<file path="src/rtl/gate_sweep.sv">
// gate_sweep: clocked gate exerciser.
// Steps an N-bit vector through all 2^N values, holding each value for HOLD
// cycles. The vector drives NOT and AND2..ANDN reductions. The block counts
// ANDN hits over a sweep and can fold the gate outputs into a signature.
// Optional feature: define GATE_SWEEP_MISR_EN to build the 8-bit MISR on sig.
// Without it, sig is tied to zero.
module gate_sweep #(
    parameter int N    = 3,   // vector width, legal 2..8
    parameter int HOLD = 4    // cycles each vector is held, legal 1..256
) (
    input  logic         clk,
    input  logic         rst_n,
    input  logic         start,
    input  logic         abort,
    output logic [N-1:0] vec,
    output logic         out_not,
    output logic [N-2:0] out_and,
    output logic         sample,
    output logic         busy,
    output logic         done,
    output logic [N:0]   ones_cnt,
    output logic [7:0]   sig
);

    localparam int              HCW       = (HOLD > 1) ? $clog2(HOLD) : 1;
    localparam logic [HCW-1:0]  HOLD_LAST = HCW'(HOLD - 1);
    localparam logic [N-1:0]    VEC_LAST  = '1;
    localparam logic [N:0]      ONES_MAX  = {1'b1, {N{1'b0}}};
    localparam bit              HOLD_ONE  = (HOLD == 1);

    typedef enum logic [1:0] {
        IDLE = 2'd0,
        RUN  = 2'd1,
        DONE = 2'd2
    } state_t;

    state_t         state;
    logic [HCW-1:0] hold_cnt;
    logic           start_go;   // a sweep (re)starts at the end of this cycle
    logic           sample_go;  // a sample is committed at the end of this cycle

    // Gate outputs depend on the vec register only, never on an input port.
    assign out_not = ~vec[0];

    for (genvar j = 0; j < N - 1; j++) begin : g_and
        assign out_and[j] = &vec[j+1:0];
    end

    // sample is registered and is high exactly on the last hold cycle of
    // each vector in RUN, so it doubles as the "commit this vector" strobe.
    // abort overrides both start and sample commits.
    assign start_go  = start && !abort && (state != RUN);
    assign sample_go = sample && !abort;

    // Sweep controller: state, vector, hold counter and all status outputs.
    always_ff @(posedge clk) begin
        if (!rst_n) begin
            state    <= IDLE;
            vec      <= '0;
            hold_cnt <= '0;
            sample   <= 1'b0;
            busy     <= 1'b0;
            done     <= 1'b0;
            ones_cnt <= '0;
        end else if (abort) begin
            // Results of the interrupted sweep stay visible on ones_cnt.
            state    <= IDLE;
            vec      <= '0;
            hold_cnt <= '0;
            sample   <= 1'b0;
            busy     <= 1'b0;
            done     <= 1'b0;
        end else begin
            case (state)
                IDLE, DONE: begin
                    if (start) begin
                        state    <= RUN;
                        vec      <= '0;
                        hold_cnt <= '0;
                        ones_cnt <= '0;
                        busy     <= 1'b1;
                        done     <= 1'b0;
                        sample   <= HOLD_ONE;
                    end
                end
                RUN: begin
                    if (sample) begin
                        hold_cnt <= '0;
                        if (out_and[N-2] && (ones_cnt != ONES_MAX)) begin
                            ones_cnt <= ones_cnt + (N+1)'(1);
                        end
                        if (vec == VEC_LAST) begin
                            state  <= DONE;
                            vec    <= '0;
                            sample <= 1'b0;
                            busy   <= 1'b0;
                            done   <= 1'b1;
                        end else begin
                            vec    <= vec + N'(1);
                            sample <= HOLD_ONE;
                        end
                    end else begin
                        hold_cnt <= hold_cnt + HCW'(1);
                        sample   <= ((hold_cnt + HCW'(1)) == HOLD_LAST);
                    end
                end
                default: begin
                    state    <= IDLE;
                    vec      <= '0;
                    hold_cnt <= '0;
                    sample   <= 1'b0;
                    busy     <= 1'b0;
                    done     <= 1'b0;
                end
            endcase
        end
    end

`ifdef GATE_SWEEP_MISR_EN
    // One MISR step: shift left, feed back taps 7,5,4,3, then fold in the data.
    function automatic logic [7:0] misr_step(input logic [7:0] s, input logic [7:0] d);
        return {s[6:0], s[7] ^ s[5] ^ s[4] ^ s[3]} ^ d;
    endfunction

    logic [7:0] misr_d;

    // {out_and, out_not} is at most 8 bits wide, so the cast only zero-extends.
    assign misr_d = 8'({out_and, out_not});

    // Signature register: cleared on reset and sweep start, advanced per sample.
    always_ff @(posedge clk) begin
        if (!rst_n) begin
            sig <= '0;
        end else if (start_go) begin
            sig <= '0;
        end else if (sample_go) begin
            sig <= misr_step(sig, misr_d);
        end
    end
`else
    assign sig = 8'h00;
`endif

endmodule

</file>
<file path="config.mk">
export PLATFORM = sky130hd
export DESIGN_NAME = gate_sweep
export DESIGN_NICKNAME = d
export VERILOG_FILES = /design/src/rtl/gate_sweep.sv
export SDC_FILE = /design/constraint.sdc
export NUM_CORES = 1
export LEC_CHECK = 0
export BUFFER_PORTS_ARGS = -buffer_cell sky130_fd_sc_hd__clkbuf_2
export CORE_MARGIN = 4
export CORE_UTILIZATION = 40
export DETAILED_ROUTE_END_ITERATION = 8
export PLACE_DENSITY = 0.66
export SLEW_MARGIN = 10
export SYNTH_ARGS = -nofsm -noshare
export SYNTH_HDL_FRONTEND = slang
export SYNTH_SLANG_ARGS = --single-unit
</file>
<file path="constraint.sdc">
create_clock -name clk -period 3.3 [get_ports clk]
set_input_delay 0 -clock clk [delete_from_list [all_inputs] [get_ports clk]]
set_output_delay 0 -clock clk [all_outputs]
set_load 0.02 [all_outputs]
</file>
; ---- Word level (Yosys, flattened, before mapping)
; Index checks and enable logic that the tools add are counted.
[word_totals]
ff_bits = 14
[classes]
n_mux = 25
reduce_logical = 10
bitwise = 3
n_addsub = 3
eq_ne = 9
[ops]
columns = operator, n
row1 = $mux 4, 3
row2 = $mux 2, 5
row3 = $mux 3, 3
row4 = $ne 2x2->1 const B, 4
row5 = $pmux 2 s2, 2
row6 = $pmux 4 s2, 1
row7 = $mux 1, 7
row8 = $pmux 1 s2, 3
row9 = $pmux 3 s2, 1
row10 = $reduce_and 3->1, 2
row11 = $reduce_and 5->1, 1
row12 = $add 4x1->4 const B, 1
row13 = $eq 2x2->1 const B, 2
row14 = $ne 4x4->1 const B, 1
row15 = $reduce_and 2->1, 2
row16 = $reduce_or 2->1, 2
row17 = $add 3x1->3 const B, 1
row18 = $eq 3x3->1 const B, 1
row19 = $not 1->1, 3
row20 = $add 2x1->2 const B, 1
row21 = $eq 2x1->1 const B, 1
row22 = $logic_not 2->1, 1
row23 = $reduce_bool 2->1, 1
row24 = $logic_and 1x1->1, 1

; ---- Longest topological paths before layout
[depth]
word_depth = 5
depth_mapped = 6
ltp_nobuf = 6

; ---- Worst setup path before layout
; OpenSTA, ideal clock, no wires.
[synth_timing]
kind = reg2reg
start = register vec[0]
end = register ones_cnt[3]
arrival_ns = 1.781
path_slack_ns = 1.401
required_ns = 3.183
synth_period_minus_slack_ns = 1.899
path_stages_with_launch = 7
cell_sequence = dfxtp_1 > ha_1 > ha_1 > nand2_2 > a21oi_4 > nand2_1 > a32o_1
[synth_via]
elab_chain_cells = 4
[synth_rtl]
columns = item, line
row1 = from (decl), 15  ; output logic [N-1:0] vec,
row2 = from (signal assigned), 99  ; vec <= vec + N'(1);
row3 = $reduce_and 3->1, 46  ; assign out_and[j] = &vec[j+1:0];
row4 = net out_and[1], 17  ; output logic [N-2:0] out_and,
row5 = $logic_and 1x1->1, 89  ; if (out_and[N-2] && (ones_cnt != ONES_MAX)) begin
row6 = $ne 2x2->1 (no line), n/a
row7 = $reduce_and 5->1 (no line), n/a
row8 = to (signal assigned), 90  ; ones_cnt <= ones_cnt + (N+1)'(1);
row9 = to (decl), 21  ; output logic [N:0] ones_cnt,
; The timed path passes the listed nets, and every way through them passes these cells.
; A chain may end at the register's enable or synchronous reset.

; ---- Worst setup path after layout
[layout_timing]
start = register state[0]
end = register ones_cnt[1]
[layout_via]
elab_chain_cells = 4
elab_cells_between_ends = 10
[layout_rtl]
columns = item, line
row1 = from (decl), 37  ; state_t state;
row2 = from (signal assigned), 58  ; state <= IDLE;
row3 = from (signal assigned), 67  ; state <= IDLE;
row4 = from (signal assigned), 77  ; state <= RUN;
row5 = $eq 2x2->1 / $logic_not 2->1 (equally long branches), 74  ; case (state)
row6 = $reduce_or 2->1, 74
row7 = $ne 2x2->1 (no line) / $reduce_bool 2->1 (equally long branches), n/a
row8 = $reduce_and 5->1 (no line), n/a
; Parallel ways exist; a longest one is shown, timed or not.

==> flow_metrics.env <==
export IMPL_diodes=0
export IMPL_synthTopCellsByArea="dfxtp_1 (34%), ha_1 (8.3%), buf_4 (7.9%), nor2_1 (5.5%), a21oi_1 (4.6%)"
export IMPL_yosys_warnings=0
export IMPL_num_vias=657
export IMPL_arrival_ps=1830
export IMPL_h_tree_depth=1
export IMPL_end_kind="flip-flop"
export IMPL_cts_tree="yes"
export IMPL_swShare_pct=26.68
export IMPL_die_w_um=51.50
export IMPL_yosysTopAreaCell="dfxtp_1"
export IMPL_clock_path_buffers=2
export IMPL_drive_above_1_share_pct=22.22
export IMPL_powerDensity_nw_per_um2=343.5
export IMPL_worstPathRequired_ps=3510
export IMPL_placeableCoreArea_um2=1764
export IMPL_wl_per_cell_um=11.18
export IMPL_clk_insertion_delay_late_ps=280
export IMPL_cp_start_kind="flip-flop"
export IMPL_numCtsBuffers=3
export IMPL_hp_class="in2reg"
export IMPL_setup_viol=0
export IMPL_synth_edf_count=0
export IMPL_max_freq_ghz=0.6156
export IMPL_fin_total_pwr_w=0.0002927
export IMPL_rows=15
export IMPL_syn_inst=92
export IMPL_portBuffers=16
export IMPL_syn_area_um2=757.0
export IMPL_start_util_pct=42.91
export IMPL_power_leakage_nw=0.3585
export IMPL_report_final_slew_viol_count=0
export IMPL_tightestPinTransition_ps=549.7
export IMPL_first_iter_violations=13
export IMPL_finalSetupTns_ps=0
export IMPL_ys_ff_latch=13
export IMPL_synth_ff_type="dfxtp_1"
export IMPL_nNetsFinal=118
export IMPL_area_growth_pct=12.56
export IMPL_slew_headroom_pct=63.28
export IMPL_cp_max_fo=13
export IMPL_gp_congestion=0.6926
export IMPL_seqPwrFrac_pct=55.2
export IMPL_cts_root_buf="clkbuf_4"
export IMPL_rsz0062_at_grt="false"
export IMPL_finalCritPeriodShare_pct=49.23
export IMPL_die_h_um=51.50
export IMPL_dieArea_um2=2652
export IMPL_routed_wl_mm=1.487
export IMPL_grt_pass1_vias=562
export IMPL_grt_usage_pct=12.38
export IMPL_io_pins=25
export IMPL_worstSetupPathType="reg2reg"
export IMPL_synth_distinct_cells=31
export IMPL_ys_seq_area_share_pct=34.38
export IMPL_hold_viol=0
export IMPL_comb_power_share_pct=10.9
export IMPL_p_int_w=0.0002146
export IMPL_firstDrtPassIters=4
export IMPL_synthArstFlopShare_pct=0
export IMPL_vdd_drop_max_mv=0.2325
export IMPL_status="complete, no violations"
export IMPL_fin_crit_ps=1624
export IMPL_grt_pass1_wl_mm=2.449
export IMPL_overflow=0
export IMPL_grt_max_degree=14
export IMPL_vias_per_cell=4.940
export IMPL_max_cap_violations=0
export IMPL_clock_sinks=13
export IMPL_clkPwrFrac_pct=33.9
export IMPL_dp_hpwl_mm=1.144
export IMPL_syn_mean_instance_area_um2=8.228
export IMPL_power_switching_w=0.00007808
export IMPL_antenna_found_initial=0
export IMPL_final_setup_skew_ps=1.376
export IMPL_ant_nets=0
export IMPL_drcViolationCount=0
export IMPL_synth_top_area_share_pct=34.38
export IMPL_path_clk_slew_ps=80
power groups by stage:
stage	Combinational, W	Clock (W)	Sequential [W]
6_report	0.0000319	0.0000991	0.000162
2_1_floorplan	0.0000323	0	0.000165
5_1_grt	0.0000356	0.000114	0.000162
4_1_cts	0.0000322	0.000103	0.000162
3_5_place_dp	0.0000311	0	0.000165
3_3_place_gp	0.0000309	0	0.000165
cells in the final DEF, fill, tap and decap left out, drive strengths merged:
cell and instances:
clkbuf 20, dfxtp 13, nor2 11, conb 8
a21oi 8, nand2 6, inv 5, ha 5
nor3 3, nand3 3, a32oi 3, nand2b 3
nor2b 2, o21bai 2, nand4 2, a31oi 2
nand3b 2, o21ai 2, and3b 1, a21o 1
or2 1, o22ai 1, nor4 1, a32o 1
nand4b 1, dlygate4sd3 1
final timing paths:
path                 start           to  slack, ps  cells past startpoint
setup / recovery  state[0]  ones_cnt[1]       1680                      4
hold reg to reg       busy         busy        500                      2
setup reg to reg  state[0]  ones_cnt[1]       1680                      4
hold / removal       start         busy         70                      3
cell usage after synthesis, drive strengths merged (2+ instances only):
master,instances
nor3,3
nand2,6
nor2,11
nand4,2
nand2b,3
nand3,3
a32oi,3
dfxtp,13
ha,5
nand3b,2
o21ai,2
a21oi,8
nor2b,2
o21bai,2
inv,5
buf,12
a31oi,2
area by class of cell:
type                    count  area, um^2
clock buffers               4       26.28
fillers                   197       912.1
inverters                   5       18.77
multi-input cells          69       425.4
flip-flops and latches     13       260.3
well taps                  25       31.28
repair buffers             17       90.09
what timing repair did:
action / CTS / global route
resized for setup: 0 / 0
hold buffers: 1 / 0
endpoints found under the hold margin: 1 / 0
buffers inserted: 0 / 0
endpoints found under the setup margin: 0 / 0
cell families (layout without fill, tap and decap cells):
| logic type | after synthesis | count (layout) | share of synthesized area, % |
|---|---|---|---|
| and+or+nand+nor | 36 | 36 | 25.62 |
| adders and majority gates | 5 | 5 | 8.264 |
| other | 1 | 8 | 0.4954 |
| AOI/OAI and AO/OA | 20 | 20 | 18.35 |
| buffers and inverters | 17 | 26 | 12.89 |
| DFF | 13 | 13 | 34.38 |
state kept, by name, summed over array words and instances (netlist names):
register,count
state,1
done,1
hold_cnt,2
busy,1
ones_cnt,4
vec,3
sample,1
metrics by stage:
step	setup slack [ps]	utilization, %	area (um^2)	cells	hold WS [ps]
final	1676	48.30	852.1	133	67.74
after global routing	1458	48.30	852.1	133	93.68
after CTS	1679	48.30	852.1	133	65.41
after detailed placement	1698	46.24	815.8	128	298.9
after global placement	1751	46.24	815.8	128	298.5
after floorplan	1401	-	783.3	99	141.1
metal layers:
metal	global-route usage (%)	vias up	share of wire, %
li1	-	338	-
met2	19.28	16	48
met4	6.550	0	2.4
met3	3.725	5	5.4
met1	15.25	298	44
met5	0	-	0
critical path, stage by stage (launching register included):
cell and delay (ps):
dfxtp_1 570, nor2b_1 530, a21o_1 220, nand2_1 60, a31oi_1 170
No activity file was read; power rests on OpenSTA's default activity.
